**config.mk**
```make
export PLATFORM = sky130hd
export DESIGN_NAME = spi_mem_bridge
export DESIGN_NICKNAME = d
export VERILOG_FILES = /design/src/rtl/spi_mem_pkg.sv /design/src/rtl/spi_sync_edge.sv /design/src/rtl/spi_mem_bridge.sv
export SDC_FILE = /design/constraint.sdc
export NUM_CORES = 1
export LEC_CHECK = 0
export CAP_MARGIN = 10
export CORE_MARGIN = 2
export CORE_UTILIZATION = 58
export CTS_CLUSTER_DIAMETER = 40
export DETAILED_ROUTE_END_ITERATION = 16
export GPL_TIMING_DRIVEN = 0
export PLACE_DENSITY_LB_ADDON = 0.15
export SLEW_MARGIN = 10
export SYNTH_ARGS = -nofsm -noshare
export SYNTH_HDL_FRONTEND = slang
export SYNTH_SLANG_ARGS = --single-unit
```
**constraint.sdc**
```tcl
create_clock -name clk -period 4.8 [get_ports clk]
set_input_delay 0.96 -clock clk [delete_from_list [all_inputs] [get_ports clk]]
set_output_delay 0.96 -clock clk [all_outputs]
set_load 0.01 [all_outputs]
```
**src/rtl/spi_mem_pkg.sv**
```systemverilog
// Shared types and constants for the SPI-to-RAM command bridge.
package spi_mem_pkg;

    localparam int BYTE_W    = 8;
    localparam int CMD_W_BIT = 7;

    typedef enum logic [2:0] {
        IDLE,
        CMD,
        WDATA,
        RFETCH,
        RDATA
    } state_t;

endpackage

```
**src/rtl/spi_sync_edge.sv**
```systemverilog
// Two-flop synchroniser for one asynchronous pin, plus a third flop for
// rise/fall detection on the synchronised level.
module spi_sync_edge #(
    parameter logic RST_VAL = 1'b0
) (
    input  logic clk,
    input  logic rst,
    input  logic din,
    output logic sync,
    output logic rise,
    output logic fall
);

    logic meta_reg;
    logic sync_reg;
    logic prev_reg;

    always_ff @(posedge clk or posedge rst) begin
        if (rst) begin
            meta_reg <= RST_VAL;
            sync_reg <= RST_VAL;
            prev_reg <= RST_VAL;
        end else begin
            meta_reg <= din;
            sync_reg <= meta_reg;
            prev_reg <= sync_reg;
        end
    end

    assign sync = sync_reg;
    assign rise = sync_reg & ~prev_reg;
    assign fall = ~sync_reg & prev_reg;

endmodule

```
**src/rtl/spi_mem_bridge.sv**
```systemverilog
// SPI mode-0 slave that turns command/data frames into RAM write and read
// strobes, with auto-incrementing bursts and a prefetching read path.
module spi_mem_bridge
    import spi_mem_pkg::*;
#(
    parameter int ADDR_W = 5,
    parameter int RD_LAT = 1
) (
    input  logic              clk,
    input  logic              rst,
    input  logic              sclk,
    input  logic              cs_n,
    input  logic              mosi,
    output logic              miso,
    output logic              miso_oe,
    output logic [ADDR_W-1:0] mem_addr,
    output logic [BYTE_W-1:0] mem_wdata,
    output logic              mem_we,
    output logic              mem_re,
    input  logic [BYTE_W-1:0] mem_rdata,
    output logic              busy,
    output logic              abort
);

    localparam int SCLK_I = 0;
    localparam int CS_I   = 1;
    localparam int MOSI_I = 2;
    localparam logic [1:0] RD_LAT_C = 2'(RD_LAT);

    logic [2:0] pin_vec;
    logic [2:0] sync_vec;
    logic [2:0] rise_vec;
    logic [2:0] fall_vec;

    assign pin_vec = {mosi, cs_n, sclk};

    // chip select idles high so reset must not look like a selected frame
    genvar gi;
    generate
        for (gi = 0; gi < 3; gi++) begin : g_sync
            spi_sync_edge #(
                .RST_VAL(1'(gi == CS_I))
            ) u_sync (
                .clk  (clk),
                .rst  (rst),
                .din  (pin_vec[gi]),
                .sync (sync_vec[gi]),
                .rise (rise_vec[gi]),
                .fall (fall_vec[gi])
            );
        end
    endgenerate

    logic sclk_rise;
    logic sclk_fall;
    logic cs_sync;
    logic mosi_sync;
    logic sync_unused;

    assign sclk_rise   = rise_vec[SCLK_I];
    assign sclk_fall   = fall_vec[SCLK_I];
    assign cs_sync     = sync_vec[CS_I];
    assign mosi_sync   = sync_vec[MOSI_I];
    assign sync_unused = &{1'b0, sync_vec[SCLK_I], rise_vec[2:1], fall_vec[2:1]};

    state_t              state_reg,     state_next;
    logic [2:0]          bit_cnt_reg,   bit_cnt_next;
    logic [BYTE_W-1:0]   rx_reg,        rx_next;
    logic [BYTE_W-1:0]   tx_reg,        tx_next;
    logic [ADDR_W-1:0]   addr_reg,      addr_next;
    logic [ADDR_W-1:0]   mem_addr_reg,  mem_addr_next;
    logic [BYTE_W-1:0]   mem_wdata_reg, mem_wdata_next;
    logic                mem_we_reg,    mem_we_next;
    logic                mem_re_reg,    mem_re_next;
    logic                miso_reg,      miso_next;
    logic                abort_reg,     abort_next;
    logic                rf_issued_reg, rf_issued_next;
    logic [1:0]          rf_cnt_reg,    rf_cnt_next;

    logic [BYTE_W-1:0]   rx_byte;
    logic                byte_done;

    assign rx_byte   = {rx_reg[BYTE_W-2:0], mosi_sync};
    assign byte_done = sclk_rise && (bit_cnt_reg == 3'd7);

    always_ff @(posedge clk or posedge rst) begin
        if (rst) begin
            state_reg     <= IDLE;
            bit_cnt_reg   <= '0;
            rx_reg        <= '0;
            tx_reg        <= '0;
            addr_reg      <= '0;
            mem_addr_reg  <= '0;
            mem_wdata_reg <= '0;
            mem_we_reg    <= 1'b0;
            mem_re_reg    <= 1'b0;
            miso_reg      <= 1'b0;
            abort_reg     <= 1'b0;
            rf_issued_reg <= 1'b0;
            rf_cnt_reg    <= '0;
        end else begin
            state_reg     <= state_next;
            bit_cnt_reg   <= bit_cnt_next;
            rx_reg        <= rx_next;
            tx_reg        <= tx_next;
            addr_reg      <= addr_next;
            mem_addr_reg  <= mem_addr_next;
            mem_wdata_reg <= mem_wdata_next;
            mem_we_reg    <= mem_we_next;
            mem_re_reg    <= mem_re_next;
            miso_reg      <= miso_next;
            abort_reg     <= abort_next;
            rf_issued_reg <= rf_issued_next;
            rf_cnt_reg    <= rf_cnt_next;
        end
    end

    always_comb begin
        state_next     = state_reg;
        bit_cnt_next   = bit_cnt_reg;
        rx_next        = rx_reg;
        tx_next        = tx_reg;
        addr_next      = addr_reg;
        mem_addr_next  = mem_addr_reg;
        mem_wdata_next = mem_wdata_reg;
        mem_we_next    = 1'b0;
        mem_re_next    = 1'b0;
        miso_next      = miso_reg;
        abort_next     = 1'b0;
        rf_issued_next = rf_issued_reg;
        rf_cnt_next    = rf_cnt_reg;

        // every selected rise is counted, so a partial byte is visible in any state
        if (state_reg != IDLE && sclk_rise) begin
            rx_next      = rx_byte;
            bit_cnt_next = bit_cnt_reg + 3'd1;
        end

        case (state_reg)
            IDLE: begin
                miso_next = 1'b0;
                if (!cs_sync) begin
                    state_next   = CMD;
                    bit_cnt_next = '0;
                    rx_next      = '0;
                end
            end
            CMD: begin
                if (byte_done) begin
                    addr_next      = rx_byte[ADDR_W-1:0];
                    rf_issued_next = 1'b0;
                    state_next     = rx_byte[CMD_W_BIT] ? WDATA : RFETCH;
                end
            end
            WDATA: begin
                if (byte_done) begin
                    mem_wdata_next = rx_byte;
                    mem_addr_next  = addr_reg;
                    mem_we_next    = 1'b1;
                    addr_next      = addr_reg + ADDR_W'(1);
                end
            end
            RFETCH: begin
                if (!rf_issued_reg) begin
                    mem_addr_next  = addr_reg;
                    mem_re_next    = 1'b1;
                    rf_issued_next = 1'b1;
                    rf_cnt_next    = '0;
                end else if (rf_cnt_reg == RD_LAT_C) begin
                    tx_next    = mem_rdata;
                    miso_next  = mem_rdata[BYTE_W-1];
                    addr_next  = addr_reg + ADDR_W'(1);
                    state_next = RDATA;
                end else begin
                    rf_cnt_next = rf_cnt_reg + 2'd1;
                end
            end
            RDATA: begin
                // the fall that trails the 8th rise belongs to the previous byte
                if (sclk_fall && bit_cnt_reg != 3'd0) begin
                    tx_next   = {tx_reg[BYTE_W-2:0], 1'b0};
                    miso_next = tx_reg[BYTE_W-2];
                end
                if (byte_done) begin
                    rf_issued_next = 1'b0;
                    state_next     = RFETCH;
                end
            end
            default: state_next = IDLE;
        endcase

        // deselect wins over everything except a write already committed this cycle
        if (state_reg != IDLE && cs_sync) begin
            state_next  = IDLE;
            miso_next   = 1'b0;
            mem_re_next = 1'b0;
            abort_next  = (bit_cnt_next != 3'd0);
        end
    end

    assign miso      = miso_reg;
    assign miso_oe   = (state_reg != IDLE);
    assign busy      = (state_reg != IDLE);
    assign mem_addr  = mem_addr_reg;
    assign mem_wdata = mem_wdata_reg;
    assign mem_we    = mem_we_reg;
    assign mem_re    = mem_re_reg;
    assign abort     = abort_reg;

endmodule

```
==> results.json <==
{
  "outcome": "finished clean",
  "syn_nets": 228,
  "path_clk_slew_ns": 0.09,
  "viasPerCell": 5.53,
  "grt_pass1_wl_mm": 7.36,
  "antenna_found_initial": 0,
  "clock-root-buffer": "clkbuf_8",
  "maxCapViolations": 0,
  "synth.area.mux_share_pct": 13.0,
  "post-place-ws_ns": 2.26,
  "antenna_cells": 0,
  "grt_max_degree": 32,
  "wl_per_cell_um": 14.6,
  "totalWireLength_mm": 4.39,
  "pwr-share-comb_pct": 7.7,
  "h-tree-depth": 2,
  "hold_viol_final": 0,
  "met1_length_mm": 2.08,
  "synth_area_leaders": "dfrtp_1 52%, mux2_2 13%, nand2_1 4.0%",
  "synthSimpleGateAreaFrac_pct": 14.7,
  "syn_area_um2": 2410,
  "tightest_slew_ns": 0.512,
  "ys.warnings.count": 0,
  "ys.flop_type": "dfrtp_1",
  "required_ns": 3.84,
  "synth_compound_area_share_pct": 10.9,
  "synth_cell_type_count": 49,
  "rsz0062_at_grt": "false",
  "cts_setup_buffers": 0,
  "design.core.area_um2": 4000,
  "fmax_mhz": 347,
  "ys_seq_area_share_pct": 54.0,
  "fin_hold_ws_ns": 0.359,
  "die_h_um": 68.5,
  "drc": 0,
  "final-seq-area_um2": 1300,
  "switchingPower_uw": 170,
  "wl_met2_mm": 2.08,
  "synth_seq_cells": 52,
  "cellPowerDensity_nw_per_um2": 264,
  "cpMostUsedCell": "buf_6",
  "grt-ovfl-total": 0,
  "dp_hpwl_mm": 3.14,
  "ant_nets": 0,
  "finalSetupViolations": 0,
  "ir_drop_mv": 0.197,
  "dr.pass1.iters": 4,
  "finalClockSkew_ns": 0.00513,
  "synth_cells": 210,
  "p_sw_share_pct": 22.2,
  "critPathKind": "flip-flop to output port",
  "maxSlewViolCount": 0,
  "yosys-top-cells-count": "50 x dfrtp_1, 27 x mux2_2, 26 x nand2_1",
  "num_rows": 23,
  "clkPwrFrac_pct": 32.4,
  "crit_path_top_delay_cell": "clkdlybuf4s50_1",
  "power.internal_uw": 596,
  "fillers": 304,
  "nNetsFinal": 267,
  "async_reset_ff_share_pct": 100,
  "place.gp.congestion": 0.790,
  "setup_ws_ns": 1.92,
  "cp-start-kind": "flip-flop",
  "hold_class": "flip-flop to flip-flop",
  "top_layer_used": "met4",
  "synth_top_family_by_area": "simple AND/OR/NAND/NOR gates",
  "via_count": 1660,
  "clk_latency_ns": 0.30,
  "cp_data_arrival_time_ns": 1.92,
  "period_needed_ns": 2.88,
  "synthAdderAreaFrac_pct": 2.59,
  "slowest_delay_ns": 0.46,
  "wl_met3_um": 143,
  "critPathCaptureType": "output port",
  "cts_hold_buf": 0,
  "die_w_um": 68.5,
  "crit_chain": "buf_6, or3_4, buf_6, buf_4, clkdlybuf4s50_1",
  "drt_iter0_markers": 105,
  "synth-xor-area-share_pct": 0.363,
  "finalCritPeriodShare_pct": 60.0,
  "portBuffers": 31,
  "power_uw": 767,
  "cts_tree": "yes",
  "synth_area_leader_cell": "dfrtp_1",
  "seq_power_share_pct": 59.9,
  "syn_avg_cell_area_um2": 11.5,
  "dieArea_um2": 4690,
  "drive_gt1_share_pct": 22.4,
  "cts_buffer_depth": 2,
  "leakage_uw": 0.00132,
  "cts.sinks": 52,
  "cts_buffers": 5,
  "largest_register_ffs": 8,
  "yosys.cell_count.top_type": "dfrtp_1",
  "grt_pass1_vias": 1611,
  "start_util_pct": 60.3,
  "flow.area_growth_from_synthesis_pct": 20.1,
  "synth_top_cell_area_share_pct": 51.8,
  "synth-edff-count": 0,
  "slew_headroom_pct": 65.8,
  "tns_ns": 0,
  "multi_input_area_um2": 1000,
  "critPathMaxFanout": 8,
  "grt_use_total_pct": 21.5,
  "num_io_pins": 32,
  "cts-resized-gates": 0
}
==> power groups by stage <==
stage,Sequential (uW),Combinational [uW],Clock (uW)
after floorplan,465,36.8,0
after global placement,467,55.9,0
after detailed placement,468,59.7,0
after CTS,459,60.1,255
after global routing,461,66.6,277
final,459,59.2,248
==> through the flow <==
step                      cell area (um2)  std cells  utilization (%)
after floorplan                      2410        210                -
after detailed placement             2810        292             70.2
after global routing                 2900        300             72.5
after CTS                            2900        300             72.5
final                                2900        300             72.5
after global placement               2790        291             69.7
==> cells in the final DEF (no fill, tap or decap), types with 2 or more instances in the layout <==
cell type        synthesis  final
dfrtp_1                 50     50
clkdlybuf4s50_1          0     31
mux2_2                  27     27
nand2_1                 26     26
nor2_1                  13     13
a21oi_1                 11     11
inv_1                    9      8
clkbuf_8                 0      6
nor2b_1                  5      5
o21ai_0                  5      5
ha_1                     5      5
nand3_1                  4      4
buf_6                    3      3
buf_2                    3      3
a21o_1                   3      3
and3_1                   3      3
buf_4                    2      2
nand2b_1                 2      2
o21a_1                   2      2
a22o_1                   2      2
nor3_1                   2      2
a211oi_1                 2      2
a31o_2                   2      2
clkinv_2                 0      2
dfstp_2                  2      2
==> layer usage <==
layer  up-vias  track usage, %
met3         8            5.68
met1       811            29.3
met4         0            8.25
li1        812               -
met5         -               0
met2        29            33.1
==> cell families (layout without fill, tap and decap cells) <==
family	after synthesis	count (layout)
adders and majority gates	5	5
muxes	28	28
AOI/OAI and AO/OA	38	38
xor gates and xnor gates	1	1
buffers and inverters	19	59
and+or+nand+nor	67	67
DFF	52	52
==> critical path: cells and delay by family, from the launching register on <==
kind	cells	cell delay [ns]
buffers and inverters	4	0.85
flip-flops	1	0.38
AND/OR/NAND/NOR	1	0.38
==> layout make-up <==
class / count / share of cell area [%]
Sequential cell: 52 / 45.0
Buffer: 10 / 2.46
Clock buffer: 6 / 2.85
Inverter: 9 / 1.17
Tap cell: 50 / 2.16
Timing Repair Buffer: 32 / 11.4
Clock inverter: 2 / 0.345
Multi-Input combinational cell: 139 / 34.7
==> final timing paths <==
check                                                    start                         endpoint  slack [ns]  cells after the start
setup reg to reg                      bit_cnt_reg[0]$_DFF_PP0_          addr_reg[0]$_DFFE_PP0P_        2.78                      6
min in group asynchronous                                  rst         bit_cnt_reg[0]$_DFF_PP0_        0.99                      2
max in group asynchronous                                  rst         state_reg[0]$_DFFE_PP0P_        3.29                      3
hold reg to reg            g_sync[2].u_sync.meta_reg$_DFF_PP0_  g_sync[2].u_sync.sync$_DFF_PP0_        0.36                      0
setup / recovery                      state_reg[1]$_DFFE_PP0P_                          miso_oe        1.92                      5
hold / removal             g_sync[2].u_sync.meta_reg$_DFF_PP0_  g_sync[2].u_sync.sync$_DFF_PP0_        0.36                      0
Power figures use the tool's default switching activity.
==> RTL change: new RTL, same settings <==
Take the reset off `tx_reg` and load it in a clocked block of its own.
--- a/src/rtl/spi_mem_bridge.sv
+++ b/src/rtl/spi_mem_bridge.sv
@@ -88,7 +88,6 @@
             state_reg     <= IDLE;
             bit_cnt_reg   <= '0;
             rx_reg        <= '0;
-            tx_reg        <= '0;
             addr_reg      <= '0;
             mem_addr_reg  <= '0;
             mem_wdata_reg <= '0;
@@ -102,7 +101,6 @@
             state_reg     <= state_next;
             bit_cnt_reg   <= bit_cnt_next;
             rx_reg        <= rx_next;
-            tx_reg        <= tx_next;
             addr_reg      <= addr_next;
             mem_addr_reg  <= mem_addr_next;
             mem_wdata_reg <= mem_wdata_next;
@@ -113,6 +111,10 @@
             rf_issued_reg <= rf_issued_next;
             rf_cnt_reg    <= rf_cnt_next;
         end
+    end
+
+    always_ff @(posedge clk) begin
+        tx_reg <= tx_next;
     end
 
     always_comb begin
Behaviour: no difference found for any inputs over 10 cycles, from zero or initial values and one cycle with rst high; that may be too few to reach the edited logic, so the function may still have changed.
==> RTL change against the original RTL <==
  * Synthesized area is 3.5% lower
  * Routed wire length is 4.1% higher
  * Sequential cell count stayed put
  * Worst setup slack worse by 0.0072 ns
  * Core utilization is 0.31 points lower
  * Worst hold slack worse by 0.0048 ns
  * Fmax is 0.25% lower
  * Power is 7.0% higher
  * Design area is 1.9% lower
  * First-iteration DRC count is 4.8% higher
  * Global-route usage is 0.81 points higher
  * Highest routed layer unchanged
==> RTL change: results (changes against the original RTL) <==
| Metric | Value |
|---|---|
| Fin nets | 244 (was 267) |
| Worst slew pin tran | 0.594 ns (was 0.512 ns) |
| Seq/Total Area, Yosys | 57.5% (was 54.0%) |
| Crit-path max FO | 10 (was 8) |
| Metal-1 WL | 1880 um (was 2080 um) |
| R2r setup slk | 2.72 ns (was 2.78 ns) |
| DP HPWL | 3360 um (was 3140 um) |
| Crit. Startpoint | state_reg[2]$_DFFE_PP0P_ (was state_reg[1]$_DFFE_PP0P_) |
| Post-synth ARST share | 86.5% (was 100%) |
| Initial DRC Count | 110 (was 105) |
| Top post-synthesis cells by area | dfrtp_1 (46%), edfxtp_1 (9.0%), mux2_2 (7.7%) (was dfrtp_1 (52%), mux2_2 (13%), nand2_1 (4.0%)) |
| Vias in the first global route | 1,551 (was 1,611) |
| Status | completed (unchanged) |
| Post-synth cell types | 45 (was 49) |
| Maximum VDD drop | 0.000210 V (was 0.000197 V) |
| Post-placement cell area | 2730 sq um (was 2810 sq um) |
| Endpoint class of the critical path | output pin (unchanged) |
| Met2 Wirelength | 2380 um (was 2080 um) |
| Post-synth top cells | dfrtp_1 (43), mux2_2 (16), nor2_1 (13), nand2_1 (11), inv_1 (9) (was dfrtp_1 (50), mux2_2 (27), nand2_1 (26), nor2_1 (13), a21oi_1 (11)) |
| Total Routed Length | 4560 um (was 4390 um) |
| Metal3 WL | 231 um (was 143 um) |
| R2r endpoint | mem_addr[4]$_DFFE_PP0P_ (was addr_reg[0]$_DFFE_PP0P_) |
| Vias per std cell | 5.81 (was 5.53) |
| Max H-tree Level | 2 (unchanged) |
| Layout cell share with drive strength beyond 1 | 18.1% (was 22.4%) |
| Crit path arrival time | 1.93 ns |
| Switch share | 21.0% (was 22.2%) |
| Leak Pwr | 1.31 nW (was 1.32 nW) |
| R2R depth | 7 (was 6) |
## RTL change: changes by cell type after synthesis, moves of 3 or more
cell and change:
or3_1 +3, nor3_1 +4, a21oi_1 -4, mux2_2 -11
mux2i_1 +5, dfrtp_1 -7, nand2_1 -15, mux2_4 +5
edfxtp_1 +7
## RTL change: routing by layer
metal | vias to the layer above | global-route usage, %
li1 | 742 | -
met5 | - | 0
met4 | 0 | 7.65
met1 | 804 | 28.3
met2 | 55 | 37.3
met3 | 8 | 5.83
## RTL change: power by group through the flow
stage / Sequential, mW / Clock, mW / Combinational, mW
after floorplan: 0.469 / 0 / 0.0286
after global placement: 0.470 / 0 / 0.0461
after detailed placement: 0.471 / 0 / 0.0522
after CTS: 0.462 / 0.308 / 0.0522
after global routing: 0.463 / 0.328 / 0.0577
final: 0.462 / 0.307 / 0.0516
## RTL change: kinds of logic after synthesis
| group | count (synthesis) | share of synthesized area, % |
|---|---|---|
| XOR/XNOR | 1 | 0.376 |
| flip-flops | 52 | 57.5 |
| buffers and inverters | 17 | 3.65 |
| AO/OA/AOI/OAI | 28 | 8.54 |
| AND/OR/NAND/NOR | 57 | 13.7 |
| adder cells (fa/ha/maj) | 5 | 2.69 |
| multiplexers | 27 | 13.5 |
## RTL change: area by class of cell
cell class                 instances  area, sq um
fill                             259         1100
buffer                             8         51.3
sequential                        52         1340
inverter                           9         33.8
multi-input combinational        118          905
clock buffer                       6         82.6
clock inverter                     2         33.8
tap                               50         62.6
timing repair buffer              32          338
## RTL change: metrics by stage
step	instances	total power, mW	hold slack (ns)	setup WS, ns
finish	277	0.820	0.354	1.91
global route	277	0.849	0.368	1.85
floorplan	187	0.497	0.331	2.75
detailed placement	269	0.523	0.335	2.27
CTS	277	0.822	0.354	1.93
global placement	268	0.516	0.335	1.98
